[src/rtl/cisc_mem_pkg.sv]
// -----------------------------------------------------------------------------
// cisc_mem_pkg
// Shared constants for the CISC memory interface:
//   - FSM state encoding (IDLE / ACCESS / DONE)
//   - default address/data widths and timeout length
//   - read data returned to the CPU when an access is aborted by timeout
// Consumed by cisc_mem_if and cisc_mem_timer via import cisc_mem_pkg::*.
// -----------------------------------------------------------------------------
package cisc_mem_pkg;

    // Default geometry and timeout length
    localparam int unsigned DEF_ADDR_W  = 16;
    localparam int unsigned DEF_DATA_W  = 16;
    localparam int unsigned DEF_TIMEOUT = 15;

    // Width of the timeout counter; TIMEOUT is limited to 1..255
    localparam int unsigned TIMER_W     = 8;

    // FSM state encoding, kept as plain constants for legacy tools
    localparam logic [1:0] ST_IDLE   = 2'b00;
    localparam logic [1:0] ST_ACCESS = 2'b01;
    localparam logic [1:0] ST_DONE   = 2'b10;

    // Aborted reads return all ones; the bit form lets any DATA_W replicate it
    localparam logic                  ERR_RDATA_BIT = 1'b1;
    localparam logic [DEF_DATA_W-1:0] ERR_RDATA     = {DEF_DATA_W{ERR_RDATA_BIT}};

endpackage : cisc_mem_pkg

[src/rtl/cisc_mem_timer.sv]
// -----------------------------------------------------------------------------
// cisc_mem_timer
// Counts ACCESS cycles for the CISC memory interface and flags the cycle in
// which the running count (starting at 1 in the first ACCESS cycle) reaches
// TIMEOUT.
// Ports:
//   clk     in   rising-edge clock
//   rst     in   asynchronous active-low reset
//   clr     in   clear the count (asserted on entry to ACCESS)
//   en      in   count this cycle (asserted while in ACCESS)
//   expired out  combinational: en=1 and this cycle is the TIMEOUT-th one
// Parameter:
//   TIMEOUT      cycles allowed without completion, 1..255
// -----------------------------------------------------------------------------
module cisc_mem_timer
    import cisc_mem_pkg::*;
#(
    parameter int unsigned TIMEOUT = DEF_TIMEOUT
) (
    input  logic clk,
    input  logic rst,
    input  logic clr,
    input  logic en,
    output logic expired
);

    // cnt_q holds the number of ACCESS cycles already completed, so the
    // current cycle number is cnt_q + 1.
    logic [TIMER_W-1:0] cnt_q;
    logic [TIMER_W-1:0] cnt_d;
    logic [TIMER_W:0]   cur_cycle_s;

    // Next count: clear has priority over counting
    always_comb begin
        cnt_d = cnt_q;
        if (clr) begin
            cnt_d = {TIMER_W{1'b0}};
        end else if (en) begin
            cnt_d = cnt_q + {{(TIMER_W-1){1'b0}}, 1'b1};
        end else begin
            cnt_d = cnt_q;
        end
    end

    // Expiry flag for the current ACCESS cycle
    always_comb begin
        cur_cycle_s = {1'b0, cnt_q} + {{TIMER_W{1'b0}}, 1'b1};
        if (en && (cur_cycle_s == (TIMER_W+1)'(TIMEOUT))) begin
            expired = 1'b1;
        end else begin
            expired = 1'b0;
        end
    end

    // Count register
    always_ff @(posedge clk or negedge rst) begin
        if (!rst) begin
            cnt_q <= {TIMER_W{1'b0}};
        end else begin
            cnt_q <= cnt_d;
        end
    end

endmodule : cisc_mem_timer

[src/rtl/cisc_mem_if.sv]
// -----------------------------------------------------------------------------
// cisc_mem_if
// Single-outstanding CPU-to-memory access sequencer. A CPU request is latched
// in IDLE, presented to memory (mem_en) during ACCESS until mem_ack, and
// completed with a one-cycle cpu_ready pulse in DONE.
//
// Optional feature (macro CISC_MEM_TIMEOUT_EN): an ACCESS that sees no mem_ack
// for TIMEOUT cycles is aborted; cpu_ready then comes with cpu_err=1 and
// cpu_rdata=all ones. Without the macro ACCESS waits forever and cpu_err=0.
//
// Ports:
//   clk, rst                      clock, asynchronous active-low reset
//   cpu_req, cpu_we               request level, 1=write
//   cpu_addr, cpu_wdata           request address / write data
//   cpu_rdata                     read data returned to the CPU
//   cpu_ready                     one-cycle completion pulse
//   cpu_busy                      high in ACCESS and DONE
//   cpu_err                       timeout abort, valid with cpu_ready
//   mem_en, mem_we                memory strobe / write enable (ACCESS only)
//   mem_addr, mem_wdata           latched address / write data
//   mem_rdata, mem_ack            memory read data / completion
// Parameters: ADDR_W, DATA_W, TIMEOUT (1..255)
// -----------------------------------------------------------------------------
module cisc_mem_if
    import cisc_mem_pkg::*;
#(
    parameter int unsigned ADDR_W  = DEF_ADDR_W,
    parameter int unsigned DATA_W  = DEF_DATA_W,
    parameter int unsigned TIMEOUT = DEF_TIMEOUT
) (
    input  logic              clk,
    input  logic              rst,
    input  logic              cpu_req,
    input  logic              cpu_we,
    input  logic [ADDR_W-1:0] cpu_addr,
    input  logic [DATA_W-1:0] cpu_wdata,
    output logic [DATA_W-1:0] cpu_rdata,
    output logic              cpu_ready,
    output logic              cpu_busy,
    output logic              cpu_err,
    output logic              mem_en,
    output logic              mem_we,
    output logic [ADDR_W-1:0] mem_addr,
    output logic [DATA_W-1:0] mem_wdata,
    input  logic [DATA_W-1:0] mem_rdata,
    input  logic              mem_ack
);

    // Reject out-of-range TIMEOUT at elaboration
    if ((TIMEOUT < 1) || (TIMEOUT > 255)) begin : g_bad_timeout
        $error("cisc_mem_if: TIMEOUT must be in 1..255");
    end

    logic [1:0]        state_q,     state_d;
    logic              mem_en_q,    mem_en_d;
    logic              mem_we_q,    mem_we_d;
    logic              cpu_ready_q, cpu_ready_d;
    logic              cpu_busy_q,  cpu_busy_d;
    logic [ADDR_W-1:0] mem_addr_q,  mem_addr_d;
    logic [DATA_W-1:0] mem_wdata_q, mem_wdata_d;
    logic [DATA_W-1:0] cpu_rdata_q, cpu_rdata_d;

`ifdef CISC_MEM_TIMEOUT_EN
    logic timer_clr_s;
    logic timer_en_s;
    logic timeout_s;
    logic cpu_err_q, cpu_err_d;

    // Counter restarts on every accepted request and runs only in ACCESS
    assign timer_clr_s = (state_q == ST_IDLE) && cpu_req;
    assign timer_en_s  = (state_q == ST_ACCESS);

    cisc_mem_timer #(
        .TIMEOUT (TIMEOUT)
    ) u_timer (
        .clk     (clk),
        .rst     (rst),
        .clr     (timer_clr_s),
        .en      (timer_en_s),
        .expired (timeout_s)
    );

    // Error flag: only a timeout without a same-cycle ack is an error
    always_comb begin
        if ((state_q == ST_ACCESS) && !mem_ack && timeout_s) begin
            cpu_err_d = 1'b1;
        end else begin
            cpu_err_d = 1'b0;
        end
    end

    // Error flag register, lives only in DONE alongside cpu_ready
    always_ff @(posedge clk or negedge rst) begin
        if (!rst) begin
            cpu_err_q <= 1'b0;
        end else begin
            cpu_err_q <= cpu_err_d;
        end
    end

    assign cpu_err = cpu_err_q;
`else
    assign cpu_err = 1'b0;
`endif

    // Next-state and next-output logic; every output is the registered image
    // of the state being entered, so outputs never glitch with inputs.
    always_comb begin
        state_d     = state_q;
        mem_en_d    = 1'b0;
        mem_we_d    = 1'b0;
        cpu_ready_d = 1'b0;
        cpu_busy_d  = 1'b0;
        mem_addr_d  = mem_addr_q;
        mem_wdata_d = mem_wdata_q;
        cpu_rdata_d = cpu_rdata_q;

        case (state_q)
            ST_IDLE: begin
                if (cpu_req) begin
                    state_d     = ST_ACCESS;
                    mem_addr_d  = cpu_addr;
                    mem_wdata_d = cpu_wdata;
                    mem_we_d    = cpu_we;
                    mem_en_d    = 1'b1;
                    cpu_busy_d  = 1'b1;
                end else begin
                    state_d     = ST_IDLE;
                end
            end

            ST_ACCESS: begin
                if (mem_ack) begin
                    state_d     = ST_DONE;
                    cpu_ready_d = 1'b1;
                    cpu_busy_d  = 1'b1;
                    if (!mem_we_q) begin
                        cpu_rdata_d = mem_rdata;
                    end else begin
                        cpu_rdata_d = cpu_rdata_q;
                    end
                end
`ifdef CISC_MEM_TIMEOUT_EN
                else if (timeout_s) begin
                    state_d     = ST_DONE;
                    cpu_ready_d = 1'b1;
                    cpu_busy_d  = 1'b1;
                    cpu_rdata_d = {DATA_W{ERR_RDATA_BIT}};
                end
`endif
                else begin
                    // Hold the request stable until memory responds
                    state_d     = ST_ACCESS;
                    mem_en_d    = 1'b1;
                    mem_we_d    = mem_we_q;
                    cpu_busy_d  = 1'b1;
                end
            end

            ST_DONE: begin
                // Always pass through IDLE so a held cpu_req is resampled there
                state_d = ST_IDLE;
            end

            default: begin
                state_d = ST_IDLE;
            end
        endcase
    end

    // State and output registers, cleared asynchronously by reset
    always_ff @(posedge clk or negedge rst) begin
        if (!rst) begin
            state_q     <= ST_IDLE;
            mem_en_q    <= 1'b0;
            mem_we_q    <= 1'b0;
            cpu_ready_q <= 1'b0;
            cpu_busy_q  <= 1'b0;
            mem_addr_q  <= {ADDR_W{1'b0}};
            mem_wdata_q <= {DATA_W{1'b0}};
            cpu_rdata_q <= {DATA_W{1'b0}};
        end else begin
            state_q     <= state_d;
            mem_en_q    <= mem_en_d;
            mem_we_q    <= mem_we_d;
            cpu_ready_q <= cpu_ready_d;
            cpu_busy_q  <= cpu_busy_d;
            mem_addr_q  <= mem_addr_d;
            mem_wdata_q <= mem_wdata_d;
            cpu_rdata_q <= cpu_rdata_d;
        end
    end

    assign cpu_rdata = cpu_rdata_q;
    assign cpu_ready = cpu_ready_q;
    assign cpu_busy  = cpu_busy_q;
    assign mem_en    = mem_en_q;
    assign mem_we    = mem_we_q;
    assign mem_addr  = mem_addr_q;
    assign mem_wdata = mem_wdata_q;

endmodule : cisc_mem_if

[config.mk]
export PLATFORM = sky130hd
export DESIGN_NAME = cisc_mem_if
export DESIGN_NICKNAME = d
export VERILOG_FILES = /design/src/rtl/cisc_mem_pkg.sv /design/src/rtl/cisc_mem_timer.sv /design/src/rtl/cisc_mem_if.sv
export SDC_FILE = /design/constraint.sdc
export NUM_CORES = 1
export LEC_CHECK = 0
export ABC_AREA = 1
export BUFFER_PORTS_ARGS = -buffer_cell sky130_fd_sc_hd__buf_2
export CORE_AREA = 8 8 75 77
export CTS_BUF_LIST = sky130_fd_sc_hd__clkbuf_16
export DETAILED_ROUTE_END_ITERATION = 7
export DIE_AREA = 0 0 83 85
export PLACE_DENSITY = 0.89
export SYNTH_ARGS = -nofsm -noshare
export SYNTH_HDL_FRONTEND = slang
export SYNTH_SLANG_ARGS = --single-unit
[constraint.sdc]
create_clock -name clk -period 3.1 [get_ports clk]
set_input_delay 0.465 -clock clk [delete_from_list [all_inputs] [get_ports clk]]
set_output_delay 0.465 -clock clk [all_outputs]
set_load 0.03 [all_outputs]
Yosys cells after proc, flatten, opt, wreduce, memory -nomap -nowiden. Cells that the tools add are included.

Bitwise gates (word level): 1. Mux-type cells: 12. Equal/unequal tests: 2. Reduce and logical (&&, ||, !) cells: 3.

Operators with widths (count): 2-to-1 mux 1 bit (7); case mux 1 bit (2 select lines) (3); case mux 2 bit (2 select lines) (1); AND reduction 3 bit (1); == test 2 x 1 -> 1 bit (second input constant) (1); zero test 2 bit (1); 2-to-1 mux 2 bit (1); != test 2 bit (second input constant) (1); AND reduction 2 bit (1); inverter 1 bit (1).

Flip-flop bits (word level): 54. Word-level logic and storage cells: 26. Output and inout bits: 53.

Logic depth before layout (Yosys ltp). Gate-level depths: netlist of the first run.

Depth after elaboration: 2. Gate-level depth with buffers: 6. Mapped depth without buffers: 5.

Worst setup path before layout of the first run. No wires, ideal clock.

Path kind: register to register. Start point: register state_q[0]. End point: register cpu_rdata_q[10] (netlist: cpu_rdata[10]). Library setup time: 0.118 ns. Required time: 2.982 ns. Buffers on the path: 1. Arrival time: 1.151 ns. Slack: 1.832 ns. Cell stages (with the launch flop): 7. Cell sequence: dfrtp_1 -> inv_2 -> nor2_4 -> nand2_4 -> buf_6 -> nand2_1 -> nand2_1.

Cells in the longest elaborated chain, start to end: 2.

RTL lines: start: declaration (RTL line cisc_mem_if.sv:54) `logic [1:0] state_q, state_d;`; start signal: assignment (RTL line cisc_mem_if.sv:183) `state_q <= state_d;`; == test 2 x 1 -> 1 bit (RTL line cisc_mem_if.sv:118) `case (state_q)`; AND reduction 3 bit (no line); end signal: assignment (RTL line cisc_mem_if.sv:181) `cpu_rdata_q <= {DATA_W{1'b0}};`; end signal: assignment (RTL line cisc_mem_if.sv:190) `cpu_rdata_q <= cpu_rdata_d;`; end: declaration (RTL line cisc_mem_if.sv:61) `logic [DATA_W-1:0] cpu_rdata_q, cpu_rdata_d;`.

Every way passes these cells. A chain may end at the register's enable or synchronous reset.

Worst setup path after layout of the first run.
Start point: input cpu_req. End point: register mem_addr_q[7] (netlist: mem_addr[7]).

Cells in the longest elaborated chain, start to end: 1.

RTL lines: start: declaration (RTL line cisc_mem_if.sv:33) `input logic cpu_req,`; AND reduction 2 bit (no line); end signal: assignment (RTL line cisc_mem_if.sv:179) `mem_addr_q <= {ADDR_W{1'b0}};`; end signal: assignment (RTL line cisc_mem_if.sv:188) `mem_addr_q <= mem_addr_d;`; end: declaration (RTL line cisc_mem_if.sv:59) `logic [ADDR_W-1:0] mem_addr_q, mem_addr_d;`.

Every way passes these cells.

==> results of run 1 <==
## logic make-up after synthesis
family / count (synthesis) / share of synthesized area
other: 1 / 0.001807
buffers and inverters: 17 / 0.04461
DFF: 52 / 0.6269
and+or+nand+nor: 154 / 0.3243
AOI/OAI and AO/OA: 1 / 0.002409
## sequential cells by signal (all words and copies together), names as in the netlist
signal and flops:
cpu_busy 1, cpu_rdata 16, cpu_ready 1, mem_addr 16, mem_wdata 16, mem_we 1, state_q 1
## metrics by stage
stage | std cells | hold slack (ns) | instance area, um^2
2_1_floorplan | 225 | 0.1694 | 2076
3_3_place_gp | 370 | 0.4481 | 2590
3_5_place_dp | 370 | 0.4542 | 2590
4_1_cts | 378 | 0.3905 | 2726
5_1_grt | 378 | 0.4124 | 2726
6_report | 378 | 0.3987 | 2726
## metal layers
layer  vias to the layer above  track usage  share of wire
li1                        909            -              -
met1                       848       0.1695           0.42
met2                        62       0.2610           0.51
met3                         6      0.05268          0.059
met4                         0      0.04313          0.010
met5                         -            0              0
## how the worst min path moves through the flow
stage / startpoint / endpoint / slack [ns] / cells after the start
CTS: mem_ack / state_q[0] / 0.39 / 2
floorplan: rst / cpu_busy / 0.17 / 0
global route: mem_ack / state_q[0] / 0.41 / 2
global placement: cpu_rdata[14] / cpu_rdata[14] / 0.45 / 2
finish: rst / cpu_rdata[7] / 0.40 / 1
detailed placement: cpu_rdata[14] / cpu_rdata[14] / 0.45 / 2
## synth_stat cells (all sizes together)
library cell / instances
nand2: 100
dfrtp: 52
nand3: 50
buf: 12
nor2: 4
inv: 3
clkbuf: 2
conb: 1
o21ai: 1
## power by group through the flow
stage / Sequential, mW / Clock (mW) / Combinational [mW]
2_1_floorplan: 1.72 / 0 / 0.365
3_3_place_gp: 1.13 / 0 / 1.37
3_5_place_dp: 1.13 / 0 / 1.40
4_1_cts: 1.13 / 0.520 / 1.40
5_1_grt: 1.16 / 0.548 / 1.49
6_report: 1.13 / 0.499 / 1.37
## cell type report
class,instances,area [um^2],area share
inverter,3,11.26,0.004130
multi-input combinational,156,681.9,0.2501
clock buffer,5,125.1,0.04589
tap,54,67.56,0.02478
timing repair buffer,105,528.0,0.1937
clock inverter,3,11.26,0.004130
sequential,52,1301,0.4773
==> run_results.csv, run 1 <==
group,metric,value,unit
detailed_routing,dr.pass1.iters,5,
global_route,grt_pass1_wl,8956,um
critical_path,cp_common_cell,"nand2_1",
critical_path,worst_setup_path_start_kind,"input port",
synth,yosysUniqueCellTypes,15,
power_and_ir_drop,pwr-share-clk,0.167,
global_route,gr-total-overflow,0,
cts,cts_setup_buffers,0,
floorplanning,rows,25,
power_and_ir_drop,p_int,1.618,mW
detailed_routing,post-route-drc-count,0,
sta,hold_viol,0,
sta,tightest_slew,1.112,ns
sta,fin_setup_tns,0,ns
critical_path,r2r-end,"cpu_rdata[0]",
critical_path,critical_path.top_delay_family,"simple AND/OR/NAND/NOR gates",
synth,synth_top_area_frac,0.6269,
critical_path,max_stage_delay,0.51,ns
floorplanning,fp.coreArea,0.004536,mm^2
critical_path,r2r_cells,4,
sta,setup_viol,0,
cts,ctsHoldBuffers,0,
global_route,grt_max_degree,53,
power_and_ir_drop,p_leak,1.615,nW
final_layout,final_common_cell,"buf_2",
sta,slew_headroom,0.2588,
floorplanning,pin_count,106,
synth,yosys.area.top_type,"dfrtp_1",
critical_path,cp-endpoint,"mem_addr[7]",
cts,clock_path_buffers,2,
sta,drv_slew,0,
synth,syn_inst,225,
synth,yosysSeqAreaShare,0.6269,
worst_hold_path,hold_class,"in2async",
placement,dp_slack,1.233,ns
final_layout,final_cell_mix,"buf_2 (104), nand2_1 (98), dfrtp_1 (52)",
floorplanning,dieHeight,85,um
power_and_ir_drop,power.density,1099,mW/mm^2
synth,synth_nets,278,
synth,syn_avg_cell_area,9.226,um^2
floorplanning,start_util,0.4577,
run_status,status,"finished, final reports clean",
power_and_ir_drop,combPwrFrac,0.457,
cts,worst_skew_pair.late_latency,0.28,ns
final_layout,area_growth,31.34,%
detailed_routing,ant_nets,0,
sta,fin_ws,1.548,ns
cts,htreeDepth,2,
sta,rsz0062_at_grt,"false",
global_route,antenna_found_initial,0,
power_and_ir_drop,p_total,2.996,mW
floorplanning,dieArea,0.007055,mm^2
final_layout,fillCellCount,408,
final_layout,drive_gt1_frac,0.3580,
detailed_routing,via_per_inst,4.828,
final_layout,fin_util,0.6011,
cts,clkSinkCount,52,
critical_path,crit_path_top_delay_cell,"nand2_2",
placement,port_buffers,104,
final_layout,num-nets-final,376,
critical_path,crit_required,3.27,ns
critical_path,crit_chain,"buf_2 > nand2_2 > nand2_1 > nand2_1",
power_and_ir_drop,ir_worst_vdd,436.2,uV
cts,cts_tree,"yes",
synth,synth.area.top_cells,"dfrtp_1 (63%), nand2_1 (18%), nand3_1 (12%)",
global_route,grt_pass1_vias,1923,
detailed_routing,vias,1825,
critical_path,r2r_setup_slack,1.74,ns
power_and_ir_drop,seqPwrFrac,0.376,
critical_path,criticalPathCategory,"in2reg",
sta,max_freq,0.6443,GHz
power_and_ir_drop,p_switching,1.377,mW
placement,dpl.hpwl,3943,um
critical_path,cp-startpoint,"cpu_req",
synth,yosys_warnings,0,
detailed_routing,wl_per_cell,13.90,um
critical_path,critical_path_buf_inv_count,1,
sta,clock_skew,0.002744,ns
sta,fin_crit,1.552,ns
cts,clk_pin_slew,0.06,ns
critical_path,endpoint_kind,"flop",
final_layout,diodes,0,
sta,min_period_over_period,0.5007,
critical_path,arrival,1.72,ns
detailed_routing,wl,5255,um
power_and_ir_drop,swShare,0.4597,
floorplanning,dieWidth,83,um
cts,cts_buffers,5,
critical_path,r2r-start,"cpu_ready",
cts,cts_resized,0,
critical_path,cp_max_fo,34,
run,cap_violations,0,
global_route,grt_usage,0.1503,
synth,synth_area,0.002076,mm^2
synth,yosys_register_bits,52,
detailed_routing,drt-initial-drc-count,111,
placement,gp_congestion,0.7277,
cts,root_buffer,"clkbuf_16",
critical_path,cp.depth,4,
Power figures use the tool's default switching activity.
==> run 2, diff against run 1 <==
Settings changed: CORE_AREA 8 8 75 77 to 8 8 82 84, DIE_AREA 0 0 83 85 to 0 0 90 92, PLACE_DENSITY 0.89 to 0.79.
Clock period 3.1 ns to 1.27 ns, I/O delays scaled along.
==> run_results.csv, run 2 (same netlist as run 1, synthesis figures left out) <==
group,metric,value,unit
run_status,status,"finished, final reports clean",
critical_path,critical_path_buf_inv_count,1,
floorplanning,rows,27,
critical_path,cp_max_fo,3,
detailed_routing,vias,1847,
floorplanning,dieHeight,92,um
critical_path,crit_required,1.08,ns
global_route,grt_pass1_wl,9563,um
detailed_routing,dr.pass1.iters,4,
sta,setup_viol,0,
power_and_ir_drop,p_total,7.445,mW
global_route,grt_pass1_vias,2018,
final_layout,fillCellCount,539,
worst_hold_path,min-delay-start,"mem_ack",
cts,cts_tree,"yes",
critical_path,crit_path_top_delay_cell,"dfrtp_1",
final_layout,num-nets-final,386,
global_route,gr-total-overflow,0,
sta,clock_skew,0.003756,ns
floorplanning,fp.coreArea,0.005405,mm^2
worst_hold_path,hold_class,"in2reg",
cts,clk_pin_slew,0.06,ns
final_layout,diodes,0,
final_layout,fin_util,0.5252,
floorplanning,dieArea,0.008280,mm^2
floorplanning,pin_count,106,
detailed_routing,via_per_inst,4.549,
critical_path,endpoint_kind,"output pin",
cts,cts_resized,0,
final_layout,final_common_cell,"buf_2",
detailed_routing,ant_nets,0,
final_layout,drive_gt1_frac,0.3743,
sta,fin_crit,1.175,ns
placement,port_buffers,104,
detailed_routing,wl,5592,um
critical_path,worst_setup_path_start_kind,"flop",
sta,max_freq,0.8508,GHz
placement,dpl.hpwl,4242,um
cts,clock_path_buffers,2,
critical_path,cp-startpoint,"cpu_ready",
run,cap_violations,0,
critical_path,criticalPathCategory,"reg2out",
detailed_routing,post-route-drc-count,0,
cts,htreeDepth,2,
power_and_ir_drop,p_leak,1.667,nW
critical_path,arrival,0.98,ns
global_route,antenna_found_initial,0,
cts,clkSinkCount,52,
global_route,grt_usage,0.1385,
sta,min_period_over_period,0.9255,
cts,worst_skew_pair.late_latency,0.28,ns
global_route,grt_max_degree,53,
critical_path,r2r-start,"cpu_ready",
final_layout,area_growth,36.77,%
sta,fin_setup_tns,0,ns
sta,drv_slew,0,
sta,rsz0062_at_grt,"false",
critical_path,critical_path.top_delay_family,"flip-flops",
critical_path,crit_chain,"buf_2",
detailed_routing,wl_per_cell,13.77,um
cts,cts_buffers,5,
sta,hold_viol,0,
floorplanning,start_util,0.3840,
detailed_routing,drt-initial-drc-count,80,
floorplanning,dieWidth,90,um
placement,gp_congestion,0.7032,
power_and_ir_drop,ir_worst_vdd,1022,uV
critical_path,max_stage_delay,0.45,ns
power_and_ir_drop,power.density,2622,mW/mm^2
cts,root_buffer,"clkbuf_16",
final_layout,final_cell_mix,"buf_2 (104), nand2_1 (98), dfrtp_1 (52)",
==> run 2: per-stage QoR <==
step	instances	hold slack, ns	setup slack [ns]	area [um^2]
after floorplan	225	-0.1051	0.001515	2076
after global placement	397	0.2018	0.1875	2693
after detailed placement	397	0.2033	0.1334	2693
after CTS	406	0.1178	0.07761	2839
after global routing	406	0.1296	0.05380	2839
final	406	0.1251	0.09463	2839
==> run 2: what timing repair did <==
item	4_1_cts	5_1_grt
hold buffers	1	0
setup buffers	0	0
hold endpoints to repair	52	0
==> run 2: final timing paths <==
path                                  to  slack [ns]  depth (start not counted)
setup / recovery               cpu_ready        0.09                          1
hold / removal                state_q[0]        0.13                          2
setup reg to reg            mem_wdata[6]        0.14                          5
max in group asynchronous  mem_wdata[11]        0.60                          3
min in group asynchronous   cpu_rdata[8]        0.43                          3
hold reg to reg             cpu_rdata[5]        0.47                          2
==> run 2: routing by layer <==
layer / track usage / vias to the layer above / wire length [um]
li1: - / 929 / -
met1: 0.1589 / 847 / 2421
met4: 0.05825 / 0 / 87
met2: 0.2350 / 61 / 2699
met3: 0.04319 / 10 / 382
met5: 0 / - / 0
==> run 2: where the power goes <==
part           leakage, nW  switching (mW)  internal, mW
registers            0.644           0.383          2.36
logic                0.949            2.50         0.956
clock network       0.0738           0.538         0.709
==> run 2: layout make-up <==
type	instances	area, um^2	area share
Clock inverter	3	11.26	0.003967
Sequential cell	52	1301	0.4584
Timing Repair Buffer	115	618.1	0.2177
Multi-Input combinational cell	156	681.9	0.2402
Inverter	3	11.26	0.003967
Tap cell	72	90.09	0.03173
Clock buffer	5	125.1	0.04407
